[src/rtl/dmux_stream_router_pkg.sv]
// Shared channel-select encoding and sizing helper for the stream router slice.
package dmux_router_pkg;

   localparam logic SEL_A = 1'b0;
   localparam logic SEL_B = 1'b1;

   // Occupancy must be able to hold the value DEPTH itself, hence the extra bit.
   function automatic int count_width(input int depth);
      return $clog2(depth) + 1;
   endfunction

endpackage

[src/rtl/dmux_stream_router_if.sv]
// Handshake bundle for dmux_stream_router; in_bcast exists only with DMUX_ROUTER_BCAST_EN.
interface dmux_stream_router_if
   import dmux_router_pkg::*;
#(
   parameter int WIDTH = 16,
   parameter int DEPTH = 4
);
   localparam int CW = count_width(DEPTH);

   logic             in_valid;
   logic             in_ready;
   logic [WIDTH-1:0] in_data;
   logic             in_sel;
`ifdef DMUX_ROUTER_BCAST_EN
   logic             in_bcast;
`endif
   logic             a_valid;
   logic             a_ready;
   logic [WIDTH-1:0] a_data;
   logic [CW-1:0]    a_count;
   logic             b_valid;
   logic             b_ready;
   logic [WIDTH-1:0] b_data;
   logic [CW-1:0]    b_count;

   modport master (
`ifdef DMUX_ROUTER_BCAST_EN
      output in_bcast,
`endif
      output in_valid, in_data, in_sel, a_ready, b_ready,
      input  in_ready, a_valid, a_data, a_count, b_valid, b_data, b_count
   );

   modport slave (
`ifdef DMUX_ROUTER_BCAST_EN
      input  in_bcast,
`endif
      input  in_valid, in_data, in_sel, a_ready, b_ready,
      output in_ready, a_valid, a_data, a_count, b_valid, b_data, b_count
   );

endinterface

[src/rtl/dmux_stream_router_fifo.sv]
// Per-channel FIFO: power-of-two depth, wrapping pointers, registered occupancy.
module dmux_router_fifo
   import dmux_router_pkg::*;
#(
   parameter int WIDTH = 16,
   parameter int DEPTH = 4,
   localparam int PW = $clog2(DEPTH),
   localparam int CW = count_width(DEPTH)
) (
   input  logic             clk,
   input  logic             reset,
   input  logic             push,
   input  logic             pop,
   input  logic [WIDTH-1:0] wdata,
   output logic             full,
   output logic             empty,
   output logic [CW-1:0]    count,
   output logic [WIDTH-1:0] head
);

   logic [WIDTH-1:0] mem_r [DEPTH];
   logic [PW-1:0]    wr_ptr_r;
   logic [PW-1:0]    rd_ptr_r;
   logic [CW-1:0]    count_r;
   logic [CW-1:0]    count_next_s;
   logic             do_push_s;
   logic             do_pop_s;

   assign full  = (count_r == CW'(DEPTH));
   assign empty = (count_r == CW'(0));
   assign count = count_r;
   assign head  = mem_r[rd_ptr_r];

   // Qualify requests and compute next occupancy; a simultaneous push and pop leaves it unchanged.
   always_comb begin
      do_push_s    = push & ~full;
      do_pop_s     = pop & ~empty;
      count_next_s = count_r;
      case ({do_push_s, do_pop_s})
         2'b10:   count_next_s = count_r + CW'(1);
         2'b01:   count_next_s = count_r - CW'(1);
         default: count_next_s = count_r;
      endcase
   end

   // Pointer and occupancy state.
   always_ff @(posedge clk) begin
      if (reset) begin
         wr_ptr_r <= PW'(0);
         rd_ptr_r <= PW'(0);
         count_r  <= CW'(0);
      end else begin
         if (do_push_s) wr_ptr_r <= wr_ptr_r + PW'(1);
         if (do_pop_s)  rd_ptr_r <= rd_ptr_r + PW'(1);
         count_r <= count_next_s;
      end
   end

   // Storage array; contents are don't-care while empty, so it needs no reset.
   always_ff @(posedge clk) begin
      if (do_push_s) mem_r[wr_ptr_r] <= wdata;
   end

endmodule

[src/rtl/dmux_stream_router.sv]
// Buffered 1:2 stream demultiplexer (sel 0 -> A, 1 -> B) with per-channel FIFOs.
// Optional broadcast to both channels when DMUX_ROUTER_BCAST_EN is defined.
module dmux_stream_router
   import dmux_router_pkg::*;
#(
   parameter int WIDTH = 16,
   parameter int DEPTH = 4
) (
   input logic                 clk,
   input logic                 reset,
   dmux_stream_router_if.slave bus
);

   localparam int CW = count_width(DEPTH);

   logic             a_full_s, b_full_s, a_empty_s, b_empty_s;
   logic             bcast_s, ready_s, accept_s, push_a_s, push_b_s;
   logic [CW-1:0]    a_count_s, b_count_s;
   logic [WIDTH-1:0] a_head_s, b_head_s;

   // Ready uses registered fullness only, so a same-cycle pop never frees a slot for this push.
   always_comb begin
      bcast_s = 1'b0;
`ifdef DMUX_ROUTER_BCAST_EN
      bcast_s = bus.in_bcast;
`endif
      if (bcast_s) begin
         ready_s = ~a_full_s & ~b_full_s;
      end else if (bus.in_sel == SEL_B) begin
         ready_s = ~b_full_s;
      end else begin
         ready_s = ~a_full_s;
      end
      accept_s = bus.in_valid & ready_s;
      if (bcast_s) begin
         push_a_s = accept_s;
         push_b_s = accept_s;
      end else begin
         push_a_s = accept_s & (bus.in_sel == SEL_A);
         push_b_s = accept_s & (bus.in_sel == SEL_B);
      end
   end

   dmux_router_fifo #(.WIDTH(WIDTH), .DEPTH(DEPTH)) u_fifo_a (
      .clk   (clk),
      .reset (reset),
      .push  (push_a_s),
      .pop   (bus.a_ready),
      .wdata (bus.in_data),
      .full  (a_full_s),
      .empty (a_empty_s),
      .count (a_count_s),
      .head  (a_head_s)
   );

   dmux_router_fifo #(.WIDTH(WIDTH), .DEPTH(DEPTH)) u_fifo_b (
      .clk   (clk),
      .reset (reset),
      .push  (push_b_s),
      .pop   (bus.b_ready),
      .wdata (bus.in_data),
      .full  (b_full_s),
      .empty (b_empty_s),
      .count (b_count_s),
      .head  (b_head_s)
   );

   assign bus.in_ready = ready_s;
   assign bus.a_valid  = ~a_empty_s;
   assign bus.a_data   = a_head_s;
   assign bus.a_count  = a_count_s;
   assign bus.b_valid  = ~b_empty_s;
   assign bus.b_data   = b_head_s;
   assign bus.b_count  = b_count_s;

endmodule
[src/flat_wrapper.sv]
// flat-port wrapper written by rule: the top's interface ports become plain ports
module dmux_stream_router_flat import dmux_router_pkg::*;
#(
   parameter int WIDTH = 16,
   parameter int DEPTH = 4
)
  (clk, reset, bus_in_valid, bus_in_data, bus_in_sel, bus_a_ready, bus_b_ready, bus_in_ready, bus_a_valid, bus_a_data, bus_a_count, bus_b_valid, bus_b_data, bus_b_count);
  dmux_stream_router_if #(.WIDTH(WIDTH), .DEPTH(DEPTH)) bus_i ();
  input logic clk;
  input logic reset;
  input wire logic [$bits(bus_i.in_valid)-1:0] bus_in_valid;
  input wire logic [$bits(bus_i.in_data)-1:0] bus_in_data;
  input wire logic [$bits(bus_i.in_sel)-1:0] bus_in_sel;
  input wire logic [$bits(bus_i.a_ready)-1:0] bus_a_ready;
  input wire logic [$bits(bus_i.b_ready)-1:0] bus_b_ready;
  output wire logic [$bits(bus_i.in_ready)-1:0] bus_in_ready;
  output wire logic [$bits(bus_i.a_valid)-1:0] bus_a_valid;
  output wire logic [$bits(bus_i.a_data)-1:0] bus_a_data;
  output wire logic [$bits(bus_i.a_count)-1:0] bus_a_count;
  output wire logic [$bits(bus_i.b_valid)-1:0] bus_b_valid;
  output wire logic [$bits(bus_i.b_data)-1:0] bus_b_data;
  output wire logic [$bits(bus_i.b_count)-1:0] bus_b_count;
  assign bus_i.in_valid = bus_in_valid;
  assign bus_i.in_data = bus_in_data;
  assign bus_i.in_sel = bus_in_sel;
  assign bus_i.a_ready = bus_a_ready;
  assign bus_i.b_ready = bus_b_ready;
  assign bus_in_ready = bus_i.in_ready;
  assign bus_a_valid = bus_i.a_valid;
  assign bus_a_data = bus_i.a_data;
  assign bus_a_count = bus_i.a_count;
  assign bus_b_valid = bus_i.b_valid;
  assign bus_b_data = bus_i.b_data;
  assign bus_b_count = bus_i.b_count;
  dmux_stream_router #(.WIDTH(WIDTH), .DEPTH(DEPTH)) u_core (.clk(clk), .reset(reset), .bus(bus_i));
endmodule
[config.mk]
export PLATFORM = sky130hd
export DESIGN_NAME = dmux_stream_router_flat
export DESIGN_NICKNAME = d
export VERILOG_FILES = /design/src/rtl/dmux_stream_router_pkg.sv /design/src/rtl/dmux_stream_router_if.sv /design/src/rtl/dmux_stream_router_fifo.sv /design/src/rtl/dmux_stream_router.sv /design/src/flat_wrapper.sv
export SDC_FILE = /design/constraint.sdc
export NUM_CORES = 1
export LEC_CHECK = 0
export ABC_AREA = 1
export CORE_MARGIN = 3
export CORE_UTILIZATION = 60
export CTS_CLUSTER_DIAMETER = 150
export DETAILED_ROUTE_END_ITERATION = 6
export PLACE_DENSITY = 0.84
export SKIP_CTS_REPAIR_TIMING = 1
export SYNTH_ARGS = -nofsm -noshare
export SYNTH_HDL_FRONTEND = slang
export SYNTH_SLANG_ARGS = --single-unit
[constraint.sdc]
create_clock -name clk -period 3.8 [get_ports clk]
set_clock_uncertainty 0.05 [all_clocks]
set_input_delay 0.38 -clock clk [delete_from_list [all_inputs] [get_ports clk]]
set_output_delay 0.38 -clock clk [all_outputs]
set_load 0.1 [all_outputs]
# Word level (Yosys, flattened, before mapping)
# Memory sizes are Yosys's and may differ from the RTL's. A register that Yosys moved wholly into a read port is not among the register bits.
# Cells that the tools add are included.
dict set report op_classes {
  addsub 8
  bitwise_logic 12
  mux 11
  n_eq_ne 6
  n_reduce_logical 4
}
# op count
set ops {}
lappend ops {{one-hot mux 3 bit (2 select lines)} 2}
lappend ops {{adder 2 x 1 -> 2 bit, second input constant} 4}
lappend ops {{2-to-1 mux 2 bit} 4}
lappend ops {{bitwise AND 1 bit} 7}
lappend ops {{adder 3 x 1 -> 3 bit, second input constant} 2}
lappend ops {{equality test 3 bit, second input constant} 2}
lappend ops {{zero test 3 bit} 2}
lappend ops {{subtractor 3 x 1 -> 3 bit, second input constant} 2}
lappend ops {{2-to-1 mux 1 bit} 5}
lappend ops {{NOT 1 bit} 5}
lappend ops {{equality test 2 x 1 -> 1 bit, second input constant} 2}
lappend ops {{equality test 2 bit, second input constant} 2}
lappend ops {{nonzero test 2 bit} 2}
dict set report word_totals {
  ram_bits 128
  n_memories 2
  output_inout_bits 41
  register_bits 14
  input_bits 22
  elab_cells 49
}
# memory depth width rd rd_clocked_by_memory_dff wr line
set mem_list {}
lappend mem_list {u_core.u_fifo_a.mem_r 4 16 1 1 1 dmux_stream_router_fifo.sv:21} ;# logic [WIDTH-1:0] mem_r [DEPTH];
lappend mem_list {u_core.u_fifo_b.mem_r 4 16 1 1 1 dmux_stream_router_fifo.sv:21}

# Depth between registers and ports, before layout
# Gate-level depths: netlist (run 1).
dict set report logic_depth {
  ltp_word 8
  mapped_depth 13
  mapped_depth_nobuf 13
}

# Modules after synthesis
# From an unflattened synthesis (run 1), not the netlist that was laid out.
dict set report unflattened {
  cells_unflattened 459
  area_unflattened_um2 5744.3
}
# mod n_inst seq_area_each_um2 cells_each area_per_inst_um2
set by_module_without_submodules {}
lappend by_module_without_submodules {dmux_router_fifo 2 2102.0 224 2849.0}
lappend by_module_without_submodules {dmux_stream_router 1 0.0 11 46.3}

# Least setup slack after synthesis (run 1)
# Ideal clock, no wire load.
dict set report synth_path {
  kind {flip-flop to flip-flop}
  startpoint {register u_core.u_fifo_b.count_r[2], in the netlist u_core.u_fifo_b.count[2]}
  endpoint {register u_core.u_fifo_b.count_r[2], in the netlist u_core.u_fifo_b.count[2]}
  arrival_ns 2.758
  path_buffers 0
  setup_slack_ns 0.878
  setup_time_ns 0.114
  required_time_ns 3.636
  stages_incl_launch_ff 14
  synth_period_minus_slack_ns 2.922
  path_cell_list {dfxtp_1 > inv_1 > nand2_2 > nand2_1 > inv_1 > ha_1 > inv_1 > fa_1 > inv_1 > nand2_1 > nand3_1 > nand2_1 > nand2_1 > nor2_1}
}
dict set report synth_via {
  elab_cells_between_ends 15
  classes_between {add/sub (2); eq/ne (3); mux (2); bitwise (6); reduce/logical (2)}
}
# item line
set synth_rtl {}
lappend synth_rtl {{start: declaration} dmux_stream_router_fifo.sv:24} ;# logic [CW-1:0] count_r;
lappend synth_rtl {{start signal: assignment} dmux_stream_router_fifo.sv:55} ;# count_r <= count_next_s;
lappend synth_rtl {{zero test 3 bit (*)} dmux_stream_router_fifo.sv:30} ;# assign empty = (count_r == CW'(0));
lappend synth_rtl {{NOT 1 bit (*)} n/a}
lappend synth_rtl {{via bus_b_valid} flat_wrapper.sv:20} ;# output wire logic [$bits(bus_i.b_valid)-1:0] bus_b_valid;
lappend synth_rtl {{bitwise AND 1 bit (*)} dmux_stream_router_fifo.sv:37} ;# do_pop_s = pop & ~empty;
lappend synth_rtl {{via u_core.u_fifo_b.do_pop_s} dmux_stream_router_fifo.sv:27} ;# logic do_pop_s;
lappend synth_rtl {{equality test 2 x 1 -> 1 bit or equality test 2 bit (tied branches)} dmux_stream_router_fifo.sv:39} ;# case ({do_push_s, do_pop_s})
lappend synth_rtl {{one-hot mux 3 bit (2 select lines) or nonzero test 2 bit (tied branches)} n/a}
# Mark *: on every way through the listed nets, which the timed path passes. The rest lies on a longest branch.
# A chain may end at the register's enable or synchronous reset.

==> impl_metrics.ini, run 1 <==
[synthesis]
postSynthRegisterBits = 146
asyncSetResetFlopFracSynth_pct = 0
synth_seq_area_share_pct = 72.43
area_share_of_the_leading_cell_type_in_the_synthesized_netlist_pct = 66.22
synth.yosys.warnings = 0
post_synth_inst_count = 456
synthesis.area_um2 = 5804
ys_top_cells_by_count = edfxtp_1, nor2_1, o21ai_1
synthesis.area_per_instance_um2 = 12.73
post-synth-top-count-cell = edfxtp_1
postSynthNetCount = 490
yosys.area.top_type = edfxtp_1
synthFlopType = edfxtp_1
post_synth_num_cell_types = 20
number_of_flops_mapped_to_enable_cells_by_yosys = 128
synth.top_cells.by_area = edfxtp_1, dfxtp_1, nor2_1

[route]
drt_iter0_drc = 315
antenna_violating_nets_post_route = 0
via_count = 3853
drc = 0
wire_per_inst_um = 18.90
detail_route.wirelength_um = 12700
firstDrtPassIters = 6
viasPerCell = 5.734

[grt]
grt_pass1_vias = 3745
grt_pass1_wl_um = 19750
grt_start_max_net_pins = 34
overflow = 0
grt_use_total_pct = 23.97
initial_antenna_violation_count = 0

[critical_path]
worstSetupEndpointType = primary output
startpoint_type = flip-flop
cp_data_arrival_time_ps = 2290
timing.critical_path.required_ps = 3370
crit_path_max_fanout = 33
timing_worst_setup_path_type = flip-flop to primary output

[hold_path]
holdCritPathClass = flip-flop to flip-flop

[placement]
pre_cts_ws_ps = 1461
portBuffers = 62
place.gp.congestion = 0.8170
dp_hpwl_um = 7290

[timing]
slew_violations = 0
setup_tns_ps = 0
max-slew-margin-rel_pct = 34.46
fmax_mhz = 367.5
fin_ws_ps = 1079
rsz0062_at_grt = false
worst-slew-pin-transition_ps = 980.0
final_hold_viol_count = 0
final-setup-viol-count = 0
min_period_over_period_pct = 71.62
finalWorstPathRequiredPeriod_ps = 2721

[final_layout]
final_layout_size_suffix_gt1_share_pct = 18.60
area_growth_pct = 21.66
diodes = 0
multi_input_gate_area_in_the_final_layout_um2 = 1340
fillerInstances = 569
register_cell_area_after_layout_um2 = 4204
layout.nets = 564

[clocking]
clock_root_buffer_master = clkbuf_8
cts_max_level = 4
cts_tree = done
cts_max_path_buffers = 2
clk_pin_slew_worst_paths_ps = 60
worst_skew_pair.late_latency_ps = 520
clkSinkCount = 146
cts_inserted_buffers = 17

[die]
die_y_um = 104.4
fp-row-count = 35
core-area_um2 = 9328
die_width_um = 104.4
die_area_um2 = 10890
design.portCount = 63
initial_utilization_pct = 62.23

[run_status]
outcome = finished clean

[pwr]
irDropWorstVdd_uv = 647.4
p_int_mw = 3.312
comb_power_share_pct = 41.4
share_seq_of_total_power_pct = 31.6
total_leakage_power_nw = 2.583
total_switching_power_mw = 2.786
netSwitchingFraction_pct = 45.69
power.density_cell_area_nw_per_um2 = 863.5
clock_power_share_pct = 27.0

[job]
maxCapViolations = 0
## per-stage QoR
| stage | power (mW) | hold WS [ps] | cell area, um^2 | instances | util [%] |
|---|---|---|---|---|---|
| after floorplan | 3.956 | 408.0 | 5804 | 456 | - |
| after global placement | 4.415 | 435.6 | 6476 | 640 | 69.43 |
| final | 6.098 | 458.1 | 7062 | 672 | 75.71 |
| after CTS | 6.116 | 461.7 | 7062 | 672 | 75.71 |
| after detailed placement | 4.466 | 450.7 | 6476 | 640 | 69.43 |
| after global routing | 6.304 | 488.7 | 7062 | 672 | 75.71 |
## placed cells by master, fill, tap and decap left out
| cell | instances |
|---|---|
| buf_4 | 43 |
| dfxtp_1 | 18 |
| o21ai_2 | 10 |
| clkbuf_8 | 1 |
| o21ai_1 | 48 |
| nand4_1 | 4 |
| clkinvlp_4 | 4 |
| edfxtp_1 | 128 |
| inv_8 | 3 |
| inv_1 | 36 |
| inv_2 | 6 |
| clkdlybuf4s50_1 | 29 |
| clkbuf_1 | 1 |
| nor2_1 | 84 |
| inv_6 | 5 |
| a21oi_1 | 6 |
| ha_1 | 10 |
| clkbuf_16 | 16 |
| nand3_4 | 2 |
| nand2_1 | 28 |
| o22ai_1 | 32 |
| nor2_2 | 4 |
| o21ai_0 | 12 |
| nand3_1 | 4 |
| fa_1 | 2 |
| bufinv_16 | 2 |
| nand2_2 | 5 |
## sequential cells by signal, indices dropped and copies added (netlist names), named ones only
name,cells
u_core.u_fifo_b.wr_ptr_r,2
u_core.u_fifo_a.wr_ptr_r,2
u_core.u_fifo_b.rd_ptr_r,2
u_core.u_fifo_a.rd_ptr_r,2
u_core.u_fifo_b.count,3
u_core.u_fifo_a.count,3
u_core.u_fifo_a.mem_r,64
u_core.u_fifo_b.mem_r,64
## final cells by class
class	count	share of cell area (%)
sequential	146	59.53
multi-input combinational	251	18.98
timing repair buffer	72	8.682
clock buffer	18	5.918
clock inverter	14	2.374
tap	129	2.286
inverter	42	2.232
## worst paths after layout
check                                                start  cells after the start                                    end  slack [ps]
hold / removal    u_core.u_fifo_a.rd_ptr_r[1]$_SDFFE_PP0P_                      2                              flip-flop         460
setup reg to reg     u_core.u_fifo_a.count[0]$_SDFFE_PP0P_                     10  u_core.u_fifo_a.count[2]$_SDFFE_PP0P_        1880
hold reg to reg   u_core.u_fifo_a.rd_ptr_r[1]$_SDFFE_PP0P_                      2                              flip-flop         460
setup / recovery                                 flip-flop                      5                          bus_b_data[4]        1080
## worst max-delay path, stage by stage (launching register included)
cell and delay [ps]:
dfxtp_1 300, buf_4 230, inv_2 520, nor2_1 100, o22ai_1 260, buf_4 340
## cell families (layout without fill, tap and decap cells)
| kind of cell | count (synthesis) | after routing | synth area share, % |
|---|---|---|---|
| adder cells (fa/ha/maj) | 12 | 12 | 2.845 |
| AO/OA/AOI/OAI | 108 | 108 | 10.65 |
| buffers and inverters | 59 | 146 | 4.484 |
| AND/OR/NAND/NOR | 131 | 131 | 9.592 |
| flip-flops | 146 | 146 | 72.43 |
## routing by layer
layer / wire (um) / up-vias / GRT usage, %
li1: - / 1766 / -
met1: 5290 / 1900 / 32.21
met2: 6286 / 159 / 38.05
met3: 852 / 28 / 5.835
met4: 272 / 0 / 9.402
met5: 0 / - / 0
## power groups by stage
stage          Clock [mW]  Sequential (mW)  Combinational [mW]
3_5_place_dp            0             1.96                2.51
2_1_floorplan           0             2.12                1.84
4_1_cts              1.66             1.93                2.53
5_1_grt              1.73             1.94                2.64
6_report             1.65             1.93                2.52
3_3_place_gp            0             1.95                2.46
Note: power is estimated with default switching activity, not from simulation.
==> run 2: changes to the inputs <==
CORE_UTILIZATION = 56   (was 60)
PLACE_DENSITY = 0.79   (was 0.84)
clock period = 2.63 ns   (was 3.8 ns; I/O delays follow)
==> run 2 against run 1 <==
Against the previous run: setup slack lost 890 ps; combinational power grew 69%; die area grew 6.7%; via count shrank 2.5%; wire length shrank 1.0%; first-iteration DRC count grew 7.6%; clock-buffer cell count is the same; sequential cell count is the same; sequential share of layout area shrank 3.2 points; critical endpoint is now bus_b_data[15]; largest cell class unchanged; largest power group unchanged.
==> impl_metrics.ini, run 2 (synthesis results as in run 1) <==
[run_status]
outcome = finished clean

[timing]
setup_tns_ps = 0
rsz0062_at_grt = false
slew_violations = 0
fin_ws_ps = 191.0
finalWorstPathRequiredPeriod_ps = 2439
final_hold_viol_count = 0
max-slew-margin-rel_pct = 57.34
fmax_mhz = 410.0
min_period_over_period_pct = 92.74
final-setup-viol-count = 0
worst-slew-pin-transition_ps = 639.0

[clocking]
cts_max_level = 4
clk_pin_slew_worst_paths_ps = 60
cts_inserted_buffers = 17
cts_max_path_buffers = 2
clkSinkCount = 146
worst_skew_pair.late_latency_ps = 520
cts_tree = done
clock_root_buffer_master = clkbuf_8

[grt]
overflow = 0
initial_antenna_violation_count = 0
grt_pass1_vias = 3688
grt_start_max_net_pins = 33
grt_pass1_wl_um = 19090
grt_use_total_pct = 22.35

[die]
die_width_um = 107.8
die_area_um2 = 11620
initial_utilization_pct = 58.57
fp-row-count = 36
core-area_um2 = 9910
die_y_um = 107.8
design.portCount = 63

[route]
firstDrtPassIters = 5
drc = 0
drt_iter0_drc = 339
detail_route.wirelength_um = 12570
wire_per_inst_um = 18.57
viasPerCell = 5.548
antenna_violating_nets_post_route = 0
via_count = 3756

[critical_path]
startpoint_type = flip-flop
worstSetupEndpointType = primary output
slowest_delay_ps = 470
cp_data_arrival_time_ps = 2130
worstPathCellList = inv_2 > o21ai_0 > o22ai_1 > buf_12
worst_path_dominant_cell_family = buffers and inverters
cp_num_buf_inv = 2
slowest_stage = dfxtp_1
crit_path_max_fanout = 16
timing.critical_path.required_ps = 2320
timing_worst_setup_path_type = flip-flop to primary output

[placement]
portBuffers = 62
place.gp.congestion = 0.7764
dp_hpwl_um = 7576
pre_cts_ws_ps = 399.3
number_of_placed_cells_counting_well_taps = 645

[final_layout]
finish.cell_count_without_fillers = 677
mostFrequentLayoutCells = edfxtp_1, nor2_1, o21ai_1
mostFrequentLayoutCell = edfxtp_1
top_regs = u_core.u_fifo_a.mem_r (64), u_core.u_fifo_b.mem_r (64)
final_layout_size_suffix_gt1_share_pct = 21.14
layout.nets = 565
diodes = 0
fillerInstances = 576
area_growth_pct = 28.78

[pwr]
irDropWorstVdd_uv = 1016
total_leakage_power_nw = 2.760
power.density_cell_area_nw_per_um2 = 1267

[job]
maxCapViolations = 0

[hold_path]
holdCritPathClass = primary input to flip-flop
==> run 2: stage by stage <==
step	cell area [um^2]	hold slack [ps]	power, mW	util, %
after floorplan	5812	291.0	5.725	-
after global placement	6877	407.5	7.020	69.39
after detailed placement	6877	413.2	7.106	69.39
after CTS	7475	337.6	9.501	75.43
after global routing	7475	367.1	9.775	75.43
final	7475	351.5	9.471	75.43
==> run 2: per-layer routing <==
metal | routed length, um | vias to the layer above | GRT usage [%]
met5 | 0 | - | 0
li1 | - | 1769 | -
met2 | 6516 | 160 | 37.48
met1 | 5026 | 1808 | 29.08
met4 | 199 | 0 | 6.853
met3 | 828 | 19 | 5.339
==> run 2: final timing paths <==
path,from,to,slack [ps],cells after the start
min,bus_b_ready,u_core.u_fifo_b.rd_ptr_r[1]$_SDFFE_PP0P_,350,3
max reg2reg,u_core.u_fifo_a.count[0]$_SDFFE_PP0P_,u_core.u_fifo_a.count[2]$_SDFFE_PP0P_,710,12
min reg2reg,u_core.u_fifo_a.count[0]$_SDFFE_PP0P_,u_core.u_fifo_a.count[0]$_SDFFE_PP0P_,420,1
max,flip-flop,bus_b_data[15],190,4
==> run 2: power by group <==
part | total, mW | switching, mW | leakage [nW] | internal, mW
sequential | 2.80 | 0.109 | 1.31 | 2.69
clock | 2.40 | 0.945 | 0.282 | 1.46
combinational | 4.27 | 3.04 | 1.17 | 1.23
total | 9.47 | 4.10 | 2.76 | 5.37
==> run 2: worst min-delay path, stage by stage <==
cell,delay [ps]
clkdlybuf4s50_1,420
nand3_1,90
a21oi_1,90
==> run 2: layout make-up <==
cell class	count	area [um^2]	area share (%)
Clock buffer	18	417.9	5.591
Clock inverter	14	180.2	2.410
Inverter	42	157.7	2.109
Multi-Input combinational cell	251	1340	17.93
Sequential cell	146	4212	56.34
Tap cell	133	166.4	2.226
Timing Repair Buffer	73	1001	13.39
==> run 3: changes to the inputs <==
SLEW_MARGIN = 10   (was unset)
==> results of run 3 <==
The final DEF is identical to that of run 2; final timing and power are the same.
